File: config.mk
export PLATFORM = sky130hd
export DESIGN_NAME = mult_batch_seq_flat
export DESIGN_NICKNAME = d
export VERILOG_FILES = /design/src/rtl/mult_batch_seq_pkg.sv /design/src/rtl/mult_batch_seq_if.sv /design/src/rtl/mult_batch_seq_shift_add_mult.sv /design/src/rtl/mult_batch_seq.sv /design/src/flat_wrapper.sv
export SDC_FILE = /design/constraint.sdc
export NUM_CORES = 1
export LEC_CHECK = 0
export ABC_AREA = 1
export CELL_PAD_IN_SITES_DETAIL_PLACEMENT = 1
export CELL_PAD_IN_SITES_GLOBAL_PLACEMENT = 1
export CORE_UTILIZATION = 35
export DETAILED_ROUTE_END_ITERATION = 8
export PLACE_DENSITY_LB_ADDON = 0.1
export SYNTH_ARGS = -nofsm -noshare
export SYNTH_HDL_FRONTEND = slang
export SYNTH_SLANG_ARGS = --single-unit
File: constraint.sdc
create_clock -name clk -period 3.65 [get_ports clk]
set_clock_uncertainty 0.15 [all_clocks]
set_input_delay 1.095 -clock clk [delete_from_list [all_inputs] [get_ports clk]]
set_output_delay 1.095 -clock clk [all_outputs]
set_load 0.01 [all_outputs]
File: src/rtl/mult_batch_seq_pkg.sv
// rtl/mult_batch_seq_pkg.sv - shared state encodings and timing helper for mult_batch_seq (macro: SIGNED_MULT_EN)
package mult_pkg;

  typedef enum logic [2:0] {
    ST_IDLE   = 3'd0,
    ST_LOAD_A = 3'd1,
    ST_LOAD_B = 3'd2,
    ST_MULT   = 3'd3,
    ST_WRITE  = 3'd4,
    ST_DONE   = 3'd5
  } state_e;

  // Two operand fetches, DATA_W multiply steps, one write.
  function automatic int unsigned pair_latency(input int unsigned data_w);
    return data_w + 3;
  endfunction

endpackage

File: src/rtl/mult_batch_seq_if.sv
// rtl/mult_batch_seq_if.sv - operand ROM read port and result RAM write port (macro: SIGNED_MULT_EN)
interface mult_batch_seq_if #(
  parameter int DATA_W = 4,
  parameter int ROM_AW = 3,
  parameter int RAM_AW = 3
);
  logic [ROM_AW-1:0]   rom_addr;
  logic [DATA_W-1:0]   rom_data;
  logic                ram_we;
  logic [RAM_AW-1:0]   ram_addr;
  logic [2*DATA_W-1:0] ram_wdata;

  modport master (
    output rom_addr,
    input  rom_data,
    output ram_we,
    output ram_addr,
    output ram_wdata
  );

  modport slave (
    input  rom_addr,
    output rom_data,
    input  ram_we,
    input  ram_addr,
    input  ram_wdata
  );
endinterface

File: src/rtl/mult_batch_seq_shift_add_mult.sv
// rtl/mult_batch_seq_shift_add_mult.sv - one-bit-per-cycle shift-add multiplier (macro: SIGNED_MULT_EN)
module shift_add_mult #(
  parameter int DATA_W = 4
) (
  input  logic                clk,
  input  logic                reset,
  input  logic                load,
  input  logic [DATA_W-1:0]   a,
  input  logic [DATA_W-1:0]   b,
`ifdef SIGNED_MULT_EN
  input  logic                is_signed,
`endif
  output logic                busy,
  output logic                valid,
  output logic [2*DATA_W-1:0] p
);

  localparam int CW = $clog2(DATA_W + 1);

  logic [2*DATA_W-1:0] mcand_q;
  logic [2*DATA_W-1:0] p_q;
  logic [DATA_W-1:0]   mplier_q;
  logic [CW-1:0]       bit_q;
  logic                busy_q;
  logic                valid_q;
  logic                sgn_q;
  logic                load_sgn;
  logic                last_step;

`ifdef SIGNED_MULT_EN
  assign load_sgn = is_signed;
`else
  assign load_sgn = 1'b0;
`endif

  assign last_step = (bit_q == CW'(DATA_W - 1));

  // Signed: the multiplier MSB carries weight -2^(DATA_W-1), so its partial product is subtracted.
  always_ff @(posedge clk) begin
    if (!reset) begin
      mcand_q  <= '0;
      p_q      <= '0;
      mplier_q <= '0;
      bit_q    <= '0;
      busy_q   <= 1'b0;
      valid_q  <= 1'b0;
      sgn_q    <= 1'b0;
    end else if (load) begin
      mcand_q  <= {{DATA_W{a[DATA_W-1] & load_sgn}}, a};
      p_q      <= '0;
      mplier_q <= b;
      bit_q    <= '0;
      busy_q   <= 1'b1;
      valid_q  <= 1'b0;
      sgn_q    <= load_sgn;
    end else if (busy_q) begin
      if (mplier_q[0]) begin
        p_q <= (last_step && sgn_q) ? p_q - mcand_q : p_q + mcand_q;
      end
      mcand_q  <= mcand_q << 1;
      mplier_q <= mplier_q >> 1;
      bit_q    <= bit_q + CW'(1);
      if (last_step) begin
        busy_q  <= 1'b0;
        valid_q <= 1'b1;
      end
    end
  end

  assign busy  = busy_q;
  assign valid = valid_q;
  assign p     = p_q;

endmodule

File: src/rtl/mult_batch_seq.sv
// rtl/mult_batch_seq.sv - batch ROM->multiply->RAM sequencer top (macro: SIGNED_MULT_EN adds is_signed)
module mult_batch_seq
  import mult_pkg::*;
#(
  parameter int DATA_W = 4,
  parameter int ROM_AW = 3,
  parameter int RAM_AW = 3
) (
  input  logic              clk,
  input  logic              reset,
  input  logic              start,
  input  logic [ROM_AW-1:0] src_base,
  input  logic [RAM_AW-1:0] dst_base,
  input  logic [RAM_AW:0]   count,
`ifdef SIGNED_MULT_EN
  input  logic              is_signed,
`endif
  mult_batch_seq_if.master  mem,
  output logic              busy,
  output logic              done,
  output logic [2:0]        st_debug
);

  localparam int KW = RAM_AW + 1;
  localparam int CW = $clog2(DATA_W + 1);

  state_e              state_q;
  logic [ROM_AW-1:0]   rom_addr_q;
  logic [RAM_AW-1:0]   ram_addr_q;
  logic [RAM_AW-1:0]   dst_q;
  logic [KW-1:0]       cnt_q;
  logic [KW-1:0]       k_q;
  logic [DATA_W-1:0]   a_q;
  logic [CW-1:0]       bit_q;
  logic                ram_we_q;
  logic                busy_q;
  logic                done_q;
  logic                sgn_q;
  logic                mult_busy;
  logic                mult_valid;
  logic [2*DATA_W-1:0] mult_p;
  logic                unused_mult;

  assign unused_mult = mult_busy ^ mult_valid;

  shift_add_mult #(.DATA_W(DATA_W)) u_mult (
    .clk       (clk),
    .reset     (reset),
    .load      (state_q == ST_LOAD_B),
    .a         (a_q),
    .b         (mem.rom_data),
`ifdef SIGNED_MULT_EN
    .is_signed (sgn_q),
`endif
    .busy      (mult_busy),
    .valid     (mult_valid),
    .p         (mult_p)
  );

  // rom_addr_q doubles as the operand pointer: +1 after each fetch walks src_base+2k, +2k+1.
  always_ff @(posedge clk) begin
    if (!reset) begin
      state_q    <= ST_IDLE;
      rom_addr_q <= '0;
      ram_addr_q <= '0;
      dst_q      <= '0;
      cnt_q      <= '0;
      k_q        <= '0;
      a_q        <= '0;
      bit_q      <= '0;
      ram_we_q   <= 1'b0;
      busy_q     <= 1'b0;
      done_q     <= 1'b0;
      sgn_q      <= 1'b0;
    end else begin
      case (state_q)
        ST_IDLE: begin
          if (start) begin
            busy_q <= 1'b1;
`ifdef SIGNED_MULT_EN
            sgn_q  <= is_signed;
`endif
            if (count != '0) begin
              rom_addr_q <= src_base;
              dst_q      <= dst_base;
              cnt_q      <= count;
              k_q        <= '0;
              state_q    <= ST_LOAD_A;
            end else begin
              done_q  <= 1'b1;
              state_q <= ST_DONE;
            end
          end
        end
        ST_LOAD_A: begin
          a_q        <= mem.rom_data;
          rom_addr_q <= rom_addr_q + ROM_AW'(1);
          state_q    <= ST_LOAD_B;
        end
        ST_LOAD_B: begin
          bit_q   <= '0;
          state_q <= ST_MULT;
        end
        ST_MULT: begin
          bit_q <= bit_q + CW'(1);
          if (bit_q == CW'(DATA_W - 1)) begin
            ram_we_q   <= 1'b1;
            ram_addr_q <= dst_q + k_q[RAM_AW-1:0];
            state_q    <= ST_WRITE;
          end
        end
        ST_WRITE: begin
          ram_we_q   <= 1'b0;
          k_q        <= k_q + KW'(1);
          rom_addr_q <= rom_addr_q + ROM_AW'(1);
          if (k_q + KW'(1) == cnt_q) begin
            done_q  <= 1'b1;
            state_q <= ST_DONE;
          end else begin
            state_q <= ST_LOAD_A;
          end
        end
        ST_DONE: begin
          done_q  <= 1'b0;
          busy_q  <= 1'b0;
          state_q <= ST_IDLE;
        end
        default: begin
          state_q <= ST_IDLE;
        end
      endcase
    end
  end

  assign mem.rom_addr  = rom_addr_q;
  assign mem.ram_we    = ram_we_q;
  assign mem.ram_addr  = ram_addr_q;
  assign mem.ram_wdata = mult_p;
  assign busy          = busy_q;
  assign done          = done_q;
  assign st_debug      = state_q;

endmodule

File: src/flat_wrapper.sv
// flat-port wrapper written by rule: the top's interface ports become plain ports
module mult_batch_seq_flat import mult_pkg::*;
#(
  parameter int DATA_W = 4,
  parameter int ROM_AW = 3,
  parameter int RAM_AW = 3
)
  (clk, reset, start, src_base, dst_base, count, busy, done, st_debug, mem_rom_addr, mem_rom_data, mem_ram_we, mem_ram_addr, mem_ram_wdata);
  mult_batch_seq_if #(.DATA_W(DATA_W), .ROM_AW(ROM_AW), .RAM_AW(RAM_AW)) mem_i ();
  input  logic clk;
  input  logic reset;
  input  logic start;
  input  logic [ROM_AW-1:0] src_base;
  input  logic [RAM_AW-1:0] dst_base;
  input  logic [RAM_AW:0] count;
  output logic busy;
  output logic done;
  output logic [2:0] st_debug;
  output wire logic [$bits(mem_i.rom_addr)-1:0] mem_rom_addr;
  input wire logic [$bits(mem_i.rom_data)-1:0] mem_rom_data;
  output wire logic [$bits(mem_i.ram_we)-1:0] mem_ram_we;
  output wire logic [$bits(mem_i.ram_addr)-1:0] mem_ram_addr;
  output wire logic [$bits(mem_i.ram_wdata)-1:0] mem_ram_wdata;
  assign mem_rom_addr = mem_i.rom_addr;
  assign mem_i.rom_data = mem_rom_data;
  assign mem_ram_we = mem_i.ram_we;
  assign mem_ram_addr = mem_i.ram_addr;
  assign mem_ram_wdata = mem_i.ram_wdata;
  mult_batch_seq #(.DATA_W(DATA_W), .ROM_AW(ROM_AW), .RAM_AW(RAM_AW)) u_core (.clk(clk), .reset(reset), .start(start), .src_base(src_base), .dst_base(dst_base), .count(count), .mem(mem_i), .busy(busy), .done(done), .st_debug(st_debug));
endmodule
==> run summary <==
The run finished with clean final reports. The path category of the worst min-delay check is register to register. The clock reaches the later pin of the worst-skew pair after 310 ps. Setup repair after global routing left no endpoint under its margin. The pin count of the biggest net entering global routing is 18.

The placed wire-length estimate is 4920 um. The leakage power total came out at 0.00134 uW. The cell family contributing the most delay on the critical path is buffers and inverters. The count of flip-flops with a built-in enable after synthesis came out at 0.

The area of the die is 8000 sq um. The sort of element at the start of the critical path is a register. The post-synthesis compound-gate area fraction is 0.151. For this run, the number of standard cells in the final layout without fillers is 510.

The number of nets with antenna violations after routing came out at 0. The global-route congestion overflow total came out at 0. sky130_fd_sc_hd__dfxtp_1 takes more of the synthesized area than any other cell.

The row count came out at 31. The starting density of the core came out at 0.365. The xor/xnor cell area share of the yosys netlist is 0.0164. The via density per instance came out at 4.82. The worst-path maximum fanout came out at 5. The worst max-slew margin expressed relative to the limit came out at 0.653. Derived from the worst setup path, the maximum achievable clock frequency is 379 MHz.

The transition time at the pin with the least slew margin is 520 ps. In this run, synthesis produced a sequential element count of 54. After the first detailed-routing iteration, the DRC count stood at 37. 0 antenna diodes ended up in the layout. The routed wirelength normalized by instance count came out at 12.4 um. The number of endpoints failing setup at the final stage is 0. The synthesized netlist net count is 407.

The number of placed cells counting well taps is 502. Across the VDD grid, the largest voltage drop is 0.000241 V. The largest single stage delay on the critical path is 600 ps. The share of async-settable or async-resettable flops after synthesis came out at 0. After filler insertion, the fill cell instance count of the layout stands at 924. The number of antenna violations at the first check in global routing came out at 0.

The fraction of synthesized cell area taken by the top area cell type came out at 0.404. The H-tree depth is 2. The worst setup path is captured at an output pin. The count of vias placed by the detailed router came out at 2459. The area of the mapped netlist came out at 2680 sq um. The setup TNS came out at 0 ps. Counting both buffers and inverters, the worst setup path holds a total of 1. The clock tree from TritonCTS is yes.

Once layout is done, the placed cells without fillers occupy 3230 sq um. The number of search-and-repair iterations in the first detailed-routing pass is 4. Measured against the total synthesized area, the mux share comes to 0. The number of hold-slack violations in the final timing report is 0. The first-pass GRT wire length came out at 10600 um. In the post-route analysis, the smallest setup slack over all paths is 1010 ps. Clock tree synthesis found a total of 54 sinks. The clock period minus final worst setup slack is 2640 ps. Summing all multi-input logic gate instances after layout gives 1380 sq um.

After clock tree synthesis, the flow added hold-fix buffers numbering 0. The standard cell area after detailed placement is 3140 sq um. The sequential area share after synthesis is 0.404. The total power came out at 1320 uW. The number of instances resized during post-cts repair came out at 0. The clock tree root buffer cell is sky130_fd_sc_hd__clkbuf_8. The combinational family with the most area after synthesis is simple AND/OR/NAND/NOR gates. The final layout contains 443 nets.

The basic-gate share of the synthesized area counting and, or, nand and nor cells is 0.266. The startpoint identified for the worst hold timing path is u_core.a_q[2]. At the worst endpoint, the arrival time is 1390 ps. The routability congestion estimate from global placement is 0.703.

The post-route DRC violation count came out at 0. The fraction of the cycle the final worst path needs is 0.722. The chip height came out at 89.4 um. For this run, the leading register cell type out of synthesis is sky130_fd_sc_hd__dfxtp_1. The share of final-layout standard cells stronger than drive strength 1 is 0.0706.

Across the run, the number of max-cap violations was 0. The required time of the worst setup path is 2400 ps. The number of buffers inserted during clock tree synthesis came out at 5. The power per standard cell area came out at 409 nW/um^2.

The die is 89.4 um wide. The distinct cell type count after synthesis is 28. The count of pins over their slew limit was 0. The via count of the first global-routing pass came out at 2313. The post-placement worst setup slack came out at 979 ps. Traced cell by cell, the critical path runs through clkdlybuf4s50_1. The average footprint of a synthesized cell came out at 7.16 sq um. The worst-case clock buffer depth came out at 2. The number of ports placed on the die boundary is 37. The synthesized-area fraction occupied by adder cells is 0.0804. The total of buffers placed on input and output ports came out at 36. Ranked by total cell area, the synthesized netlist is headed by sky130_fd_sc_hd__dfxtp_1, sky130_fd_sc_hd__nand2_1, sky130_fd_sc_hd__a21oi_1, sky130_fd_sc_hd__ha_1, sky130_fd_sc_hd__inv_1. The clock transition at the registers of the reported paths came out at 90 ps. The startpoint identified for the worst register-to-register timing path is u_core.st_debug[1]. The kind of critical path is register to output pin. The placeable core area came out at 7330 sq um.

In this run the worst setup path begins at u_core.st_debug[2]. The library cell contributing the largest single delay on the critical path is sky130_fd_sc_hd__clkdlybuf4s50_1. The post-CTS setup buffer count came out at 0. For this run, the total global-route usage over all layers was measured as 0.171.

For this block, the routed nets add up to 6350 um of wire. The combined flip-flop and latch cell area is 1080 sq um. The number of instances in the synthesized netlist came out at 374. The warning count from the yosys run is 0.

The area growth from synthesis to final layout came out at 20.8%.
-- registers in the layout, indices dropped and copies added (netlist names) --
register	cells
u_core.done	1
u_core.u_mult.busy	1
u_core.st_debug	3
u_core.u_mult.bit_q	3
u_core.k_q	4
u_core.cnt_q	4
u_core.mem.rom_addr	3
u_core.bit_q	3
u_core.a_q	4
u_core.mem.ram_we	1
u_core.u_mult.p	8
u_core.u_mult.mcand_q	8
u_core.mem.ram_addr	3
u_core.busy	1
u_core.dst_q	3
u_core.u_mult.mplier_q	4
-- cell usage after synthesis (5+ instances only) --
cell type	number
sky130_fd_sc_hd__nor2_2	5
sky130_fd_sc_hd__nor2_1	37
sky130_fd_sc_hd__nand2_1	87
sky130_fd_sc_hd__o21ai_0	19
sky130_fd_sc_hd__inv_2	6
sky130_fd_sc_hd__a31oi_1	6
sky130_fd_sc_hd__clkbuf_1	6
sky130_fd_sc_hd__a21oi_1	41
sky130_fd_sc_hd__inv_1	42
sky130_fd_sc_hd__ha_1	14
sky130_fd_sc_hd__dfxtp_1	54
sky130_fd_sc_hd__nand3_1	25
-- placed cells by master (no fill, tap or decap), drive strengths merged, types with 3 or more instances in the layout --
| cell | netlist | layout |
|---|---|---|
| nor2 | 44 | 44 |
| a21oi | 41 | 41 |
| dfxtp | 54 | 54 |
| o21ai | 24 | 24 |
| ha | 14 | 14 |
| a31oi | 6 | 6 |
| or2 | 5 | 5 |
| xnor2 | 3 | 3 |
| nand2 | 87 | 87 |
| nand3 | 25 | 25 |
| inv | 48 | 48 |
| clkdlybuf4s50 | 0 | 36 |
| clkbuf | 6 | 6 |
-- worst min-delay path, stage by stage, from the launching register on --
cell and delay [ps]:
sky130_fd_sc_hd__dfxtp_1 310, sky130_fd_sc_hd__inv_1 60, sky130_fd_sc_hd__a21oi_1 50
-- cell type report --
type,instances,area share
multi-input combinational,263,0.426
tap,99,0.0383
clock buffer,6,0.0255
timing repair buffer,38,0.116
clock inverter,2,0.00387
inverter,48,0.0557
sequential,54,0.334
-- path summary, 6_finish.rpt --
kind	to	slack, ps	cells after the start
min	u_core.a_q[2]	310	2
max	st_debug[2]	1010	1
max reg2reg	u_core.u_mult.p[2]	1540	7
min reg2reg	u_core.a_q[2]	310	2
-- per-layer routing --
layer  wire length (um)  part of all wire  GRT usage
met4                 72             0.011     0.0476
met3                136             0.021     0.0314
met1               2990              0.47      0.205
met2               3150              0.50      0.313
met5                  0                 0          0
-- report_power, final --
group	switching, uW	total, uW	internal, uW
clock	204	357	153
sequential	39.4	676	637
combinational	174	289	115
total	418	1320	905
-- kinds of logic (layout without fill, tap and decap cells) --
| family | count (synthesis) | in the layout |
|---|---|---|
| and+or+nand+nor | 166 | 166 |
| AOI/OAI and AO/OA | 76 | 76 |
| buffers and inverters | 57 | 94 |
| DFF | 54 | 54 |
| adders and majority gates | 16 | 16 |
| xor gates and xnor gates | 5 | 5 |
-- per-stage QoR --
stage	utilization	hold WS [ps]
final	0.441	308
after detailed placement	0.428	299
after global routing	0.441	328
after CTS	0.441	314
after global placement	0.428	292
after floorplan	-	279
(Power assumes the default switching activity.)
